`config.mk`:
```
export PLATFORM = sky130hd
export DESIGN_NAME = fp_io_bridge
export DESIGN_NICKNAME = d
export VERILOG_FILES = /design/src/rtl/fp_io_pkg.sv /design/src/rtl/pad_strobe_sync.sv /design/src/rtl/fp_io_bridge.sv
export SDC_FILE = /design/constraint.sdc
export NUM_CORES = 1
export LEC_CHECK = 0
export ABC_AREA = 0
export BUFFER_PORTS_ARGS = -buffer_cell sky130_fd_sc_hd__buf_4
export CORE_UTILIZATION = 35
export DETAILED_ROUTE_END_ITERATION = 8
export GPL_TIMING_DRIVEN = 0
export MAX_ROUTING_LAYER = met4
export PLACE_DENSITY = 0.66
export SLEW_MARGIN = 20
export SYNTH_ARGS = -nofsm -noshare
export SYNTH_HDL_FRONTEND = slang
export SYNTH_SLANG_ARGS = --single-unit
```
`constraint.sdc`:
```
create_clock -name wb_clk_i -period 2.1 [get_ports wb_clk_i]
set_input_delay 0.315 -clock wb_clk_i [delete_from_list [all_inputs] [get_ports wb_clk_i]]
set_output_delay 0.315 -clock wb_clk_i [all_outputs]
set_load 0.01 [all_outputs]
```
`src/rtl/fp_io_pkg.sv`:
```
// Shared types and constants for the pad-side FP adder bridge.
package fp_io_pkg;

    localparam int NIB_W     = 4;
    localparam int DEF_WIDTH = 32;
    localparam int OP_NIBS   = DEF_WIDTH / NIB_W;
    localparam int LOAD_NIBS = 2 * OP_NIBS;

    typedef enum logic [1:0] {
        ST_LOAD  = 2'd0,
        ST_ISSUE = 2'd1,
        ST_WAIT  = 2'd2,
        ST_READ  = 2'd3
    } state_t;

    // Number of nibbles that make up one operand of the given width.
    function automatic int op_nibs(input int width);
        return width / NIB_W;
    endfunction

endpackage

```
`src/rtl/pad_strobe_sync.sv`:
```
// Two-flop synchronizer for the pad nibble and strobe, plus an edge register
// that turns each strobe rise into a single-cycle pulse.
module pad_strobe_sync
    import fp_io_pkg::*;
(
    input  logic             clk_i,
    input  logic             rst_ni,
    input  logic [NIB_W-1:0] pad_in_i,
    input  logic             pad_stb_i,
    output logic             stb_pulse_o,
    output logic [NIB_W-1:0] nib_sync_o
);

    logic [NIB_W:0] meta_q;
    logic [NIB_W:0] sync_q;
    logic           stb_prev_q;

    // Synchronizer chain and strobe edge history.
    // NOTE: sequential state uses nonblocking assignments so every flop samples
    // the pre-edge value of its neighbour; blocking here would collapse the chain.
    always_ff @(posedge clk_i or negedge rst_ni) begin
        if (!rst_ni) begin
            meta_q     <= '0;
            sync_q     <= '0;
            stb_prev_q <= 1'b0;
        end else begin
            meta_q     <= {pad_stb_i, pad_in_i};
            sync_q     <= meta_q;
            stb_prev_q <= sync_q[NIB_W];
        end
    end

    // Data comes from the same synchronized stage as the strobe, so it is
    // aligned with the pulse (the host holds it stable around the strobe).
    assign stb_pulse_o = sync_q[NIB_W] & ~stb_prev_q;
    assign nib_sync_o  = sync_q[NIB_W-1:0];

endmodule

```
`src/rtl/fp_io_bridge.sv`:
```
// Pad front end for the FP adder: loads two operands nibble by nibble, issues
// them over valid/ready, captures the result and streams it back out.
module fp_io_bridge
    import fp_io_pkg::*;
#(
    parameter int WIDTH = 32
) (
    input  logic             wb_clk_i,
    input  logic             wb_rst_ni,
    input  logic [NIB_W-1:0] pad_in_i,
    input  logic             pad_stb_i,
    output logic [NIB_W-1:0] pad_out_o,
    output logic             pad_rdy_o,
    output logic             pad_busy_o,
    output logic             pad_err_o,
    output logic [WIDTH-1:0] op_a_o,
    output logic [WIDTH-1:0] op_b_o,
    output logic             op_valid_o,
    input  logic             op_ready_i,
    input  logic [WIDTH-1:0] res_i,
    input  logic             res_valid_i,
    output logic             res_ready_o
);

    localparam int OpNibs   = op_nibs(WIDTH);
    localparam int LoadNibs = 2 * OpNibs;
    localparam int CntW     = $clog2(LoadNibs);

    localparam logic [CntW-1:0] LastLoad = CntW'(LoadNibs - 1);
    localparam logic [CntW-1:0] LastRead = CntW'(OpNibs - 1);

    state_t               state_q, state_d;
    logic [CntW-1:0]      cnt_q, cnt_d;
    logic [2*WIDTH-1:0]   ab_q, ab_d;
    logic [WIDTH-1:0]     res_q, res_d;
    logic                 err_q, err_d;

    logic                 stb_pulse;
    logic [NIB_W-1:0]     nib_sync;

    pad_strobe_sync u_sync (
        .clk_i       (wb_clk_i),
        .rst_ni      (wb_rst_ni),
        .pad_in_i    (pad_in_i),
        .pad_stb_i   (pad_stb_i),
        .stb_pulse_o (stb_pulse),
        .nib_sync_o  (nib_sync)
    );

    // State register.
    always_ff @(posedge wb_clk_i or negedge wb_rst_ni) begin
        if (!wb_rst_ni) state_q <= ST_LOAD;
        else            state_q <= state_d;
    end

    // Next-state logic.
    // NOTE: state_d gets a default before the case so no path leaves it
    // unassigned; otherwise synthesis would infer a latch.
    always_comb begin
        state_d = state_q;
        unique case (state_q)
            ST_LOAD:  if (stb_pulse && cnt_q == LastLoad) state_d = ST_ISSUE;
            ST_ISSUE: if (op_ready_i)                     state_d = ST_WAIT;
            ST_WAIT:  if (res_valid_i)                    state_d = ST_READ;
            ST_READ:  if (stb_pulse && cnt_q == LastRead) state_d = ST_LOAD;
            default:                                      state_d = ST_LOAD;
        endcase
    end

    // Datapath next values: nibble counter, operand shifter, result shifter, error flag.
    always_comb begin
        cnt_d = cnt_q;
        ab_d  = ab_q;
        res_d = res_q;
        err_d = err_q;
        unique case (state_q)
            ST_LOAD: begin
                if (stb_pulse) begin
                    ab_d  = {ab_q[2*WIDTH-NIB_W-1:0], nib_sync};
                    cnt_d = (cnt_q == LastLoad) ? '0 : cnt_q + 1'b1;
                end
            end
            ST_ISSUE: begin
                // Strobes while busy are dropped but remembered as an error.
                if (stb_pulse) err_d = 1'b1;
            end
            ST_WAIT: begin
                if (stb_pulse)   err_d = 1'b1;
                if (res_valid_i) res_d = res_i;
            end
            ST_READ: begin
                if (stb_pulse) begin
                    res_d = {res_q[WIDTH-NIB_W-1:0], {NIB_W{1'b0}}};
                    cnt_d = (cnt_q == LastRead) ? '0 : cnt_q + 1'b1;
                end
            end
            default: ;
        endcase
    end

    // Datapath registers.
    // NOTE: the operand and result registers are reset because they drive
    // outputs that must read zero after reset, not merely to initialize storage.
    always_ff @(posedge wb_clk_i or negedge wb_rst_ni) begin
        if (!wb_rst_ni) begin
            cnt_q <= '0;
            ab_q  <= '0;
            res_q <= '0;
            err_q <= 1'b0;
        end else begin
            cnt_q <= cnt_d;
            ab_q  <= ab_d;
            res_q <= res_d;
            err_q <= err_d;
        end
    end

    // Output decode from the current state.
    always_comb begin
        op_valid_o  = (state_q == ST_ISSUE);
        res_ready_o = (state_q == ST_WAIT);
        pad_busy_o  = (state_q == ST_ISSUE) || (state_q == ST_WAIT);
        pad_rdy_o   = (state_q == ST_READ);
        pad_out_o   = pad_rdy_o ? res_q[WIDTH-1:WIDTH-NIB_W] : '0;
    end

    assign pad_err_o = err_q;
    assign op_a_o    = ab_q[2*WIDTH-1:WIDTH];
    assign op_b_o    = ab_q[WIDTH-1:0];

endmodule

```
==> flow_metrics.env, run 1 <==
export IMPL_cap_violations=0
export IMPL_num_antenna_cells=0
export IMPL_worstMarginPinSlew_ns=0.612
export IMPL_cts_sinks=114
export IMPL_drt_pass1_iterations=4
export IMPL_ys_top_cells_by_count="dfrtp_1 (114), mux2_2 (64), mux2i_1 (31)"
export IMPL_grt_max_degree=66
export IMPL_drc=0
export IMPL_synth_area_leaders="dfrtp_1 (61%), mux2_2 (15%), mux2i_1 (6.7%)"
export IMPL_timing_final_crit_share_pct=88.5
export IMPL_power_leakage_uw=0.00321
export IMPL_netlist_area_leader_share_pct=61.2
export IMPL_clock_latency_ns=0.41
export IMPL_hold_class="input pin to register"
export IMPL_num_vias=3040
export IMPL_port_buffers=113
export IMPL_synth_most_common_cell="dfrtp_1"
export IMPL_cp_end_kind="output pin"
export IMPL_rsz0062_at_grt="no"
export IMPL_ys_warnings_count=0
export IMPL_initial_utilization_pct=36.4
export IMPL_die_h_um=117
export IMPL_dieArea_um2=13800
export IMPL_cts_tree="built"
export IMPL_synth_edf_count=0
export IMPL_worstSetupPathType="register to output pin"
export IMPL_async_reset_ff_share_pct=100
export IMPL_core_um2=12800
export IMPL_yosysTopAreaCell="dfrtp_1"
export IMPL_hold_violations=0
export IMPL_finalSetupTns_ns=0
export IMPL_slew_headroom_pct=59.2
export IMPL_first_iter_violations=138
export IMPL_avgSynthCellArea_um2=13.9
export IMPL_dp_cells=621
export IMPL_seq_area_frac_synth_pct=61.2
export IMPL_htreeDepth=4
export IMPL_grt_overflow=0
export IMPL_wl_per_cell_um=14.7
export IMPL_final_setup_skew_ns=0.00710
export IMPL_syn_to_final_growth_pct=39.4
export IMPL_hpwl_um=6850
export IMPL_clock_root_buffer="clkbuf_16"
export IMPL_final_layout_size_suffix_gt1_share_pct=47.9
export IMPL_fmax_mhz=538
export IMPL_final_setup_viol_count=0
export IMPL_crit_fanout=17
export IMPL_r2r_slack_ns=0.30
export IMPL_fillCellCount=1142
export IMPL_netlist_area_um2=4660
export IMPL_finalWirelength_um=9680
export IMPL_viasPerCell=4.62
export IMPL_power_density_nw_per_um2=1470
export IMPL_ys_seq_elements=114
export IMPL_arrival_ns=1.54
export IMPL_first_global_vias=3223
export IMPL_grt_pass1_wl_um=16100
export IMPL_synthCells=335
export IMPL_fin_cells=658
export IMPL_num_io_pins=114
export IMPL_antenna_left=0
export IMPL_gp_congestion=0.804
export IMPL_worst_setup_path_start_kind="register"
export IMPL_ys_flop_type="dfrtp_1"
export IMPL_fin_nets=520
export IMPL_grtUsageTotal_pct=15.7
export IMPL_clk_pin_slew_ns=0.05
export IMPL_post_route_util_pct=50.7
export IMPL_regArea_um2=2850
export IMPL_numCtsBuffers=17
export IMPL_status="finished, final reports clean"
export IMPL_vdd_drop_max_uv=606
export IMPL_die_w_um=117
export IMPL_maxSlewViolCount=0
export IMPL_antenna_found_initial=0
export IMPL_synth_distinct_cells=30
export IMPL_worstPathRequired_ns=1.78
export IMPL_cts_path_max_buffers=2
export IMPL_multi_input_area_um2=1630
export IMPL_total_power_uw=9530
export IMPL_syn_nets=382
export IMPL_period_needed_ns=1.86
export IMPL_rows=41
## cell type report
class	count	share of cell area [%]
Clock inverter	13	3.56
Tap cell	172	3.31
Buffer	16	2.19
Inverter	9	0.520
Sequential cell	114	43.9
Timing Repair Buffer	120	14.5
Multi-Input combinational cell	195	25.1
Clock buffer	19	6.97
## final timing paths
| kind | from | depth (start not counted) | endpoint |
|---|---|---|---|
| max | state_q[1] | 4 | pad_out_o[2] |
| min | res_i[2] | 3 | res_q[2] |
| max reg2reg | state_q[1] | 5 | cnt_q[1] |
| min reg2reg | u_sync.meta_q[4] | 0 | u_sync.sync_q[4] |
| max in group asynchronous | wb_rst_ni | 3 | u_sync.meta_q[4] |
| min in group asynchronous | wb_rst_ni | 2 | res_q[17] |
## through the flow
stage / cell area (um^2) / worst slack (ns) / hold WS (ns)
2_1_floorplan: 4660 / 0.418 / 0.0194
3_3_place_gp: 5730 / 0.341 / 0.334
3_5_place_dp: 5760 / 0.271 / 0.335
4_1_cts: 6500 / 0.211 / 0.124
5_1_grt: 6500 / 0.123 / 0.147
6_report: 6500 / 0.241 / 0.146
## flip-flops by register name, indices dropped and copies added (netlist names)
register           count
ab_q                  64
cnt_q                  4
pad_err_o              1
res_q                 32
state_q                2
u_sync.meta_q          5
u_sync.stb_prev_q      1
u_sync.sync_q          5
## kinds of logic after synthesis
| family | Yosys count | share of synthesized area [%] |
|---|---|---|
| compound gates | 42 | 5.37 |
| xor+xnor | 3 | 0.564 |
| fa+ha+maj | 6 | 1.61 |
| buf+inv | 26 | 3.86 |
| flops | 114 | 61.2 |
| mux | 97 | 22.6 |
| simple gates | 47 | 4.83 |
## repair_timing
action | 4_1_cts | 5_1_grt
resized for setup | 0 | 0
setup endpoints to repair | 4 | 0
hold endpoints to repair | 69 | 0
hold buffers | 6 | 0
setup buffers | 0 | 0
## placed cells by master, fill, tap and decap left out
| master | instances |
|---|---|
| a211oi_2 | 1 |
| a21o_1 | 1 |
| a21oi_1 | 28 |
| a21oi_2 | 2 |
| a21oi_4 | 1 |
| a222oi_1 | 1 |
| a22o_1 | 1 |
| and2_1 | 4 |
| and2b_1 | 1 |
| buf_16 | 1 |
| buf_2 | 7 |
| buf_4 | 112 |
| buf_6 | 5 |
| bufinv_16 | 6 |
| clkbuf_16 | 17 |
| clkbuf_4 | 1 |
| clkbuf_8 | 6 |
| clkinv_2 | 2 |
| clkinv_4 | 3 |
| clkinvlp_4 | 2 |
| dfrtp_1 | 114 |
| dlygate4sd3_1 | 6 |
| ha_1 | 6 |
| inv_1 | 9 |
| mux2_1 | 2 |
| mux2_2 | 64 |
| mux2i_1 | 31 |
| nand2_1 | 3 |
| nand2_2 | 1 |
| nand2b_4 | 1 |
| nand3_1 | 2 |
| nand3b_1 | 4 |
| nor2_1 | 30 |
| o21ai_0 | 6 |
| o31ai_1 | 1 |
| or2_4 | 1 |
| xnor2_1 | 3 |
## critical path, stage by stage (launching register included)
cell and delay [ns]:
dfrtp_1 0.41, ha_1 0.24, buf_6 0.18, and2_1 0.16, buf_4 0.15
## power by group
group,leakage (uW),switching (uW),internal [uW]
combinational,0.00145,1490,1480
sequential,0.00143,427,2840
clock,0.000329,1000,2290
total,0.00321,2920,6610
## metal layers
layer | vias to the layer above | share of wire [%] | GRT usage [%]
li1 | 1449 | - | -
met1 | 1499 | 45 | 18.4
met2 | 69 | 49 | 24.3
met3 | 23 | 3.8 | 4.47
met4 | 0 | 2.4 | 8.69
met5 | - | 0 | -
Note: power is estimated with default switching activity, not from simulation.
==> inputs of run 2 (changes only) <==
==> constraint.sdc (replaced) <==
create_clock -name wb_clk_i -period 2.1 [get_ports wb_clk_i]
set_input_delay 0.105 -clock wb_clk_i [delete_from_list [all_inputs] [get_ports wb_clk_i]]
set_output_delay 0.105 -clock wb_clk_i [all_outputs]
set_load 0.01 [all_outputs]
==> run 2 against run 1 <==
  * Non-clock buffer count up 21
  * Count of clock-buffer cells in the layout is the same
  * Sequential power barely moved
  * Wire length up 3.0%
  * Critical path type is now register to register
  * Largest power group unchanged
  * Highest routed layer unchanged
==> flow_metrics.env, run 2 (synthesis gave the netlist of run 1 again) <==
export IMPL_fmax_mhz=556
export IMPL_slew_headroom_pct=58.9
export IMPL_num_vias=3146
export IMPL_timing_final_crit_share_pct=85.7
export IMPL_fin_nets=541
export IMPL_viasPerCell=4.63
export IMPL_fillCellCount=1116
export IMPL_first_iter_violations=119
export IMPL_crit_fanout=17
export IMPL_core_um2=12800
export IMPL_clock_root_buffer="clkbuf_16"
export IMPL_cts_path_max_buffers=2
export IMPL_syn_to_final_growth_pct=43.9
export IMPL_hold_class="input pin to register"
export IMPL_dp_cells=621
export IMPL_rsz0062_at_grt="no"
export IMPL_power_leakage_uw=0.00330
export IMPL_die_h_um=117
export IMPL_cp_end_kind="register"
export IMPL_num_io_pins=114
export IMPL_htreeDepth=4
export IMPL_num_antenna_cells=0
export IMPL_antenna_found_initial=0
export IMPL_final_setup_skew_ns=0.00690
export IMPL_drt_pass1_iterations=4
export IMPL_initial_utilization_pct=36.4
export IMPL_wl_per_cell_um=14.7
export IMPL_clock_latency_ns=0.41
export IMPL_maxSlewViolCount=0
export IMPL_grt_max_degree=66
export IMPL_die_w_um=117
export IMPL_first_global_vias=3291
export IMPL_final_cell_mix="dfrtp_1 (114), buf_4 (112), mux2_2 (64)"
export IMPL_grtUsageTotal_pct=16.1
export IMPL_cts_sinks=114
export IMPL_largestRegisters="ab_q (64), res_q (32)"
export IMPL_antenna_left=0
export IMPL_multi_input_area_um2=1630
export IMPL_ctsResizeCount=0
export IMPL_finalSetupTns_ns=0
export IMPL_fin_cells=679
export IMPL_grt_overflow=0
export IMPL_regArea_um2=2850
export IMPL_power_switching_uw=2940
export IMPL_finalWirelength_um=9960
export IMPL_largest_register_ffs=64
export IMPL_worstMarginPinSlew_ns=0.617
export IMPL_worstPathRequired_ns=2.39
export IMPL_dp_slack_ns=0.348
export IMPL_grt_pass1_wl_um=16500
export IMPL_arrival_ns=2.09
export IMPL_final_layout_size_suffix_gt1_share_pct=46.0
export IMPL_postCtsSetupRepairBufs=0
export IMPL_rows=41
export IMPL_cap_violations=0
export IMPL_period_needed_ns=1.80
export IMPL_port_buffers=113
export IMPL_final_common_cell="dfrtp_1"
export IMPL_p_sw_share_pct=30.7
export IMPL_seq_power_share_pct=34.2
export IMPL_fin_ws_ns=0.301
export IMPL_cts_tree="built"
export IMPL_clk_pin_slew_ns=0.05
export IMPL_dieArea_um2=13800
export IMPL_drc=0
export IMPL_power_frac_clock_pct=34.4
export IMPL_vdd_drop_max_uv=606
export IMPL_worst_setup_path_start_kind="register"
export IMPL_final_setup_viol_count=0
export IMPL_power_density_nw_per_um2=1430
export IMPL_hold_violations=0
export IMPL_total_power_uw=9570
export IMPL_numCtsBuffers=17
export IMPL_gp_congestion=0.804
export IMPL_top_register="ab_q"
export IMPL_worstSetupPathType="register to register"
export IMPL_status="finished, final reports clean"
export IMPL_pwr_share_comb_pct=31.4
export IMPL_hpwl_um=6850
export IMPL_internal_power_uw=6630
==> run 2: changes by cell type in the layout (fill, tap and decap cells not counted) <==
cell / previous run / this run
dlygate4sd3_1: 6 / 27
==> run 2: power by group through the flow <==
| stage | Sequential (uW) | Combinational (uW) | Clock (uW) |
|---|---|---|---|
| floorplan | 3300 | 1860 | 0 |
| global placement | 3270 | 2910 | 0 |
| detailed placement | 3300 | 3010 | 0 |
| CTS | 3280 | 3060 | 3370 |
| global route | 3360 | 3310 | 3460 |
| finish | 3270 | 3010 | 3290 |
==> run 2: per-stage QoR <==
stage               hold slack [ns]  instance area [um^2]  util (%)
global route                 0.0224                  6710      52.3
global placement              0.214                  5730      44.7
CTS                        0.000852                  6710      52.3
floorplan                    -0.191                  4660         -
finish                       0.0105                  6710      52.3
detailed placement            0.144                  5760      44.9
==> run 2: layout make-up <==
cell class,instances,share of cell area (%)
Tap cell,172,3.21
Timing Repair Buffer,141,17.1
Buffer,16,2.13
Multi-Input combinational cell,195,24.3
Clock inverter,13,3.45
Sequential cell,114,42.5
Clock buffer,19,6.75
Inverter,9,0.504
==> run 2: worst paths after layout <==
kind	from	endpoint	slack, ns	cells after the start
max	state_q[1]	cnt_q[1]	0.30	5
min	res_i[20]	res_q[20]	0.01	3
max reg2reg	state_q[1]	cnt_q[1]	0.30	5
min reg2reg	u_sync.meta_q[4]	u_sync.sync_q[4]	0.34	0
max in group asynchronous	wb_rst_ni	u_sync.meta_q[4]	1.16	3
min in group asynchronous	wb_rst_ni	res_q[17]	0.26	2
==> run 2: metal layers <==
metal	track usage, %	routed length, um	vias up
met2	25.2	4950	81
met3	4.47	388	22
met4	8.52	221	0
li1	-	-	1491
met1	18.8	4400	1552
met5	-	0	-
==> run 2: critical path, cell delays in order (launching register included) <==
cell	delay (ns)
dfrtp_1	0.41
ha_1	0.24
buf_6	0.18
or2_4	0.27
a21oi_2	0.24
mux2_1	0.35
==> run 2: timing repair <==
item,in CTS,in global routing
hold buffers,27,0
setup endpoints to repair,0,4
endpoints found under the hold margin,90,0
